===== config.mk =====
export PLATFORM = sky130hd
export DESIGN_NAME = my_counter_n
export DESIGN_NICKNAME = d
export VERILOG_FILES = /design/src/rtl/my_counter_n.sv
export SDC_FILE = /design/constraint.sdc
export NUM_CORES = 1
export LEC_CHECK = 0
export ABC_AREA = 1
export ABC_CLOCK_PERIOD_IN_PS = 2009
export BUFFER_PORTS_ARGS = -buffer_cell sky130_fd_sc_hd__buf_2
export CAP_MARGIN = 20
export CORE_MARGIN = 10
export CORE_UTILIZATION = 50
export DETAILED_ROUTE_END_ITERATION = 8
export PLACE_DENSITY = 0.7
export SLEW_MARGIN = 30
export SYNTH_ARGS = -nofsm -noshare
export SYNTH_HDL_FRONTEND = slang
export SYNTH_SLANG_ARGS = --single-unit

===== constraint.sdc =====
create_clock -name clk -period 2.01 [get_ports clk]
set_clock_uncertainty 0.1 [all_clocks]
set_input_delay 0.402 -clock clk [delete_from_list [all_inputs] [get_ports clk]]
set_output_delay 0.402 -clock clk [all_outputs]
set_load 0.01 [all_outputs]

===== src/rtl/my_counter_n.sv =====
// Registered up/down counter with programmable step, load, clear and
// wrap-or-saturate overflow handling; sticky ovf plus one-cycle tc pulse.
module my_counter_n #(
    parameter int unsigned      WIDTH       = 16,
    parameter logic [WIDTH-1:0] RESET_VALUE = '0,
    parameter bit               SATURATE    = 1'b0
) (
    input  logic             clk,
    input  logic             rst_n,
    input  logic             clr,
    input  logic             load,
    input  logic [WIDTH-1:0] load_val,
    input  logic             en,
    input  logic             dir,
    input  logic [WIDTH-1:0] step,
    output logic [WIDTH-1:0] count,
    output logic             ovf,
    output logic             tc,
    output logic             zero
);

    logic [WIDTH-1:0] count_reg;
    logic [WIDTH-1:0] count_next;
    logic             ovf_reg;
    logic             ovf_next;
    logic             tc_reg;
    logic             tc_next;

    logic [WIDTH:0]   sum_ext;
    logic [WIDTH-1:0] diff;
    logic             carry;
    logic             borrow;
    logic             wrap_hit;
    logic [WIDTH-1:0] step_result;
    logic [WIDTH-1:0] final_result;

    // One extra bit on the adder so the carry out is exact for any step.
    assign sum_ext     = {1'b0, count_reg} + {1'b0, step};
    assign diff        = count_reg - step;
    assign carry       = sum_ext[WIDTH];
    assign borrow      = (step > count_reg);
    assign wrap_hit    = dir ? carry : borrow;
    assign step_result = dir ? sum_ext[WIDTH-1:0] : diff;

    generate
        if (SATURATE) begin : g_saturate
            assign final_result = !wrap_hit ? step_result : (dir ? {WIDTH{1'b1}} : {WIDTH{1'b0}});
        end else begin : g_wrap
            assign final_result = step_result;
        end
    endgenerate

    always_comb begin
        count_next = count_reg;
        ovf_next   = ovf_reg;
        tc_next    = 1'b0;
        if (clr) begin
            count_next = RESET_VALUE;
            ovf_next   = 1'b0;
        end else if (load) begin
            count_next = load_val;
            ovf_next   = 1'b0;
        end else if (en) begin
            count_next = final_result;
            tc_next    = wrap_hit;
            ovf_next   = ovf_reg | wrap_hit;
        end
    end

    always_ff @(posedge clk or negedge rst_n) begin
        if (!rst_n) begin
            count_reg <= RESET_VALUE;
            ovf_reg   <= 1'b0;
            tc_reg    <= 1'b0;
        end else begin
            count_reg <= count_next;
            ovf_reg   <= ovf_next;
            tc_reg    <= tc_next;
        end
    end

    assign count = count_reg;
    assign ovf   = ovf_reg;
    assign tc    = tc_reg;
    assign zero  = (count_reg == '0);

endmodule


==> Implementation_results.wiki <==
{| class="wikitable"
! Metric !! Value
|-
| Crit start category || flip-flop
|-
| Relative area change from synthesis to final layout || 43.3%
|-
| Total Die Area || 0.00941 mm2
|-
| MaxCap Viol Count || 0
|-
| Count of buffers inserted at the top-level ports || 56
|-
| Cell chain of the critical path || buf_6 > nor4_4 > nand3_1 > nor4_2 > buf_2
|-
| Fraction of the yosys area taken by sequential cells || 15.2%
|-
| Worst-case setup margin in the final layout || -0.110 ns
|-
| Combined area of all synthesized cells || 0.00297 mm2
|-
| Post-synthesis area per instance || 5.79 um2
|-
| Dominant combinational cell family by area after synthesis || simple AND/OR/NAND/NOR gates
|-
| Worst setup path end || zero
|-
| FF+latch count, synth || 18
|-
| Main synth FF type || sky130_fd_sc_hd__dfrtp_1
|-
| Proportion of synthesized area in mux cells || 0%
|-
| Violation count after the first detailed-routing iteration || 431
|-
| Overflow left after global routing || 0
|-
| Slowest Stage Delay on Critical Path || between 0.4 and 0.5 ns
|-
| Number of unique standard cell types used by synthesis || 34
|-
| Cell Pwr Density || about 570 mW/mm2
|-
| Clock latency at the later pin of the worst-skew pair || 0.26 ns
|-
| Average via count per standard cell || between 5 and 6
|-
| Count of buffer and inverter cells on the critical path || 2
|-
| Final weighted congestion in routability-driven placement || 0.942
|-
| WL per Instance || approximately 16 um
|-
| Overall routed net length || between 10000 and 15000 um
|-
| Yosys synthesis warning count || 0
|-
| Post-DP Area || 0.00365 mm2
|-
| Asr flop ratio synth || 100%
|-
| Required time at the worst-slack endpoint || 1.51 ns
|-
| Leakage component of the power || 0.00231 uW
|-
| Gate count after technology mapping || 512
|-
| Data arrival time of the critical path || 1.62 ns
|-
| Worst hold path type || in -> reg
|-
| Number of antenna violations at the first check in global routing || 0
|-
| Critical path class || reg -> out
|-
| Number of standard-cell rows in the floorplan || 27
|-
| Setup TNS Final || -0.175 ns
|-
| Slowest stage cell, crit path || sky130_fd_sc_hd__dfrtp_1
|-
| Fraction of final layout cells with drive strength greater than 1 || 39.8%
|-
| Unrepaired setup endpoints after global routing || true
|-
| RR Startpoint || count[0]
|-
| Clock Sink Count || 18
|-
| Initial cell density of the core || 52.6%
|-
| Worst slew margin || 66.4%
|-
| Final design instance area without fill || 0.00425 mm2
|-
| Half-perimeter wire length after detailed placement || 8340 um
|-
| Net count after synthesis || 584
|-
| Final Slew Violations || 0
|-
| Crit path launch || count[5]
|-
| Maximum vdd drop || 0.000494 V
|-
| Highest clock rate || 0.472 GHz
|-
| Number of hold violations in the final report || 0
|-
| Adder-cell area share of the yosys netlist || 14.8%
|-
| Critical path's top delay family || simple AND/OR/NAND/NOR gates
|-
| Number of enable flip-flop cells after synthesis || 0
|-
| Horizontal die dimension || 97.0 um
|-
| Post-route DRC || 0
|-
| Minimum setup slack among reg-to-reg paths || -0.03 ns
|-
| Post-layout minimum cycle time || 2.12 ns
|-
| Reg-to-Reg End || count[8]
|-
| Period Utilization, post-route || 105%
|-
| Final setup vio count || 4
|-
| CTS tree || yes
|-
| Maximum net fanout on the critical path || 2
|-
| PnR Total Power || 2420 uW
|-
| Fraction of synthesized cell area in xor and xnor cells || 0.590%
|-
| Post-synthesis share of cell area spent on and, or, nand and nor gates || 44.3%
|-
| Total routing usage reported by global routing || 21.1%
|-
| R2R depth || 13
|-
| Transition time at the pin with the least slew margin || 0.504 ns
|-
| Vias || 3796
|-
| Number of global-route vias before repair || 3658
|-
| Clock Path Buffers || 2
|-
| Failing checks || negative setup slack
|-
| Largest register FFs || 16
|-
| Worst setup slack after placement || -0.252 ns
|-
| 1st-pass router iterations || 5
|-
| Share of the core filled with cells in the final layout || 75.4%
|-
| Antenna Cells || 0
|-
| Master cell of the clock root buffer || sky130_fd_sc_hd__clkbuf_8
|-
| Largest net degree at the start of global routing || 19
|-
| Number of routed nets with antenna violations || 0
|-
| Die Y || 97.0 um
|-
| Outcome || complete, but fails checks
|-
| Synth Area in Compound Gates || approximately a tenth
|-
| Endpoint type of the worst setup path || primary output
|-
| CORE AREA || about 0.0056 mm2
|-
| Number of primary I/O pins || 57
|-
| Deepest level of the CTS H-tree || 1
|-
| Total clock buffers created by CTS || 3
|-
| Layout Nets || 698
|-
| Clock transition at path regs || around 0.070 ns
|-
| Global-route wire length before repair || 17100 um
|-
| Number of stages on the worst setup path || 5
|}
timing repair:
action                                  in CTS  in global routing
hold buffers                                 1                  0
pin swaps                                    6                 35
resized for setup                           31                 94
hold endpoints to repair                    18                  0
endpoints found under the setup margin      14                 17
buffers inserted                             4                  5
kinds of logic after synthesis:
kind of cell / after synthesis
buffers and inverters: 99
DFF: 18
xor gates and xnor gates: 2
AOI/OAI and AO/OA: 51
adders and majority gates: 34
and+or+nand+nor: 308
layout by cell type (no fill, tap or decap), types with 3 or more instances in the layout:
cell / Yosys / layout
sky130_fd_sc_hd__a21oi_1: 12 / 10
sky130_fd_sc_hd__a21oi_2: 2 / 4
sky130_fd_sc_hd__buf_2: 4 / 56
sky130_fd_sc_hd__buf_4: 3 / 65
sky130_fd_sc_hd__buf_6: 8 / 5
sky130_fd_sc_hd__clkbuf_8: 0 / 4
sky130_fd_sc_hd__dfrtp_1: 18 / 14
sky130_fd_sc_hd__dfrtp_2: 0 / 4
sky130_fd_sc_hd__ha_1: 32 / 15
sky130_fd_sc_hd__ha_2: 0 / 4
sky130_fd_sc_hd__ha_4: 0 / 13
sky130_fd_sc_hd__inv_1: 77 / 67
sky130_fd_sc_hd__inv_2: 4 / 14
sky130_fd_sc_hd__nand2_1: 177 / 151
sky130_fd_sc_hd__nand2_2: 6 / 29
sky130_fd_sc_hd__nand2_4: 0 / 3
sky130_fd_sc_hd__nand3_1: 37 / 28
sky130_fd_sc_hd__nand3_2: 1 / 10
sky130_fd_sc_hd__nand4_1: 7 / 7
sky130_fd_sc_hd__nor2_1: 56 / 50
sky130_fd_sc_hd__nor2_2: 7 / 10
sky130_fd_sc_hd__nor2_4: 3 / 6
sky130_fd_sc_hd__nor3_2: 0 / 3
sky130_fd_sc_hd__nor4_2: 0 / 3
sky130_fd_sc_hd__o211ai_1: 4 / 4
sky130_fd_sc_hd__o21ai_0: 16 / 9
sky130_fd_sc_hd__o21ai_1: 7 / 5
sky130_fd_sc_hd__o21ai_2: 0 / 9
sky130_fd_sc_hd__o21bai_1: 4 / 4
per-layer routing:
metal,track usage (%),vias to the layer above,share of wire (%)
met5,0,-,0
li1,-,1821,-
met4,4.40,0,2.0
met2,34.0,192,46
met3,4.68,28,8.2
met1,27.9,1755,43
cells in the mapped netlist (2+ instances only):
library cell	instances	area [um2]
sky130_fd_sc_hd__nand2_2	6	37.5
sky130_fd_sc_hd__o21ai_0	16	80.1
sky130_fd_sc_hd__xor2_1	2	17.5
sky130_fd_sc_hd__o211ai_1	4	30.0
sky130_fd_sc_hd__inv_1	77	289
sky130_fd_sc_hd__o21bai_1	4	30.0
sky130_fd_sc_hd__nor2_4	3	33.8
sky130_fd_sc_hd__dfrtp_1	18	450
sky130_fd_sc_hd__nand4_1	7	43.8
sky130_fd_sc_hd__nand3b_1	2	15.0
sky130_fd_sc_hd__inv_2	4	15.0
sky130_fd_sc_hd__nand3_1	37	185
sky130_fd_sc_hd__ha_1	32	400
sky130_fd_sc_hd__nor2_2	7	43.8
sky130_fd_sc_hd__clkbuf_1	3	11.3
sky130_fd_sc_hd__a21oi_2	2	17.5
sky130_fd_sc_hd__buf_2	4	20.0
sky130_fd_sc_hd__buf_4	3	22.5
sky130_fd_sc_hd__nand2_1	177	664
sky130_fd_sc_hd__nor2_1	56	210
sky130_fd_sc_hd__nor4_1	6	37.5
sky130_fd_sc_hd__a21oi_1	12	60.1
sky130_fd_sc_hd__fa_1	2	40.0
sky130_fd_sc_hd__o22ai_1	2	12.5
sky130_fd_sc_hd__nor3_1	4	20.0
sky130_fd_sc_hd__o21ai_1	7	35.0
sky130_fd_sc_hd__buf_6	8	90.1
metrics by stage:
step | instances | hold slack (ns)
global route | 697 | 0.302
finish | 697 | 0.277
CTS | 692 | 0.285
floorplan | 512 | 0.00641
detailed placement | 683 | 0.268
global placement | 683 | 0.272
power breakdown:
part	switching [uW]	internal, uW
combinational	941	699
sequential	58.7	404
clock	141	175
total	1140	1280
tightest hold or removal path, stage by stage:
cell                       delay [ns]
sky130_fd_sc_hd__buf_2           0.08
sky130_fd_sc_hd__o211ai_1        0.07
sky130_fd_sc_hd__nand2_1         0.06
how the worst min path moves through the flow:
stage | startpoint | end | slack (ns) | cells after the start
floorplan | rst_n | count[0] | 0.006 | 0
global placement | rst_n | count[14] | 0.27 | 1
detailed placement | rst_n | count[12] | 0.27 | 1
CTS | load_val[3] | count[3] | 0.28 | 3
global route | load_val[3] | count[3] | 0.30 | 3
finish | load_val[3] | count[3] | 0.28 | 3
cell type report:
type                       count  area, um2
timing repair buffer         127        835
fill                         450       1390
tap                           72       90.1
clock buffer                   4       55.1
sequential                    18        455
inverter                      81        304
multi-input combinational    395       2510
No activity file was read; power rests on OpenSTA's default activity.
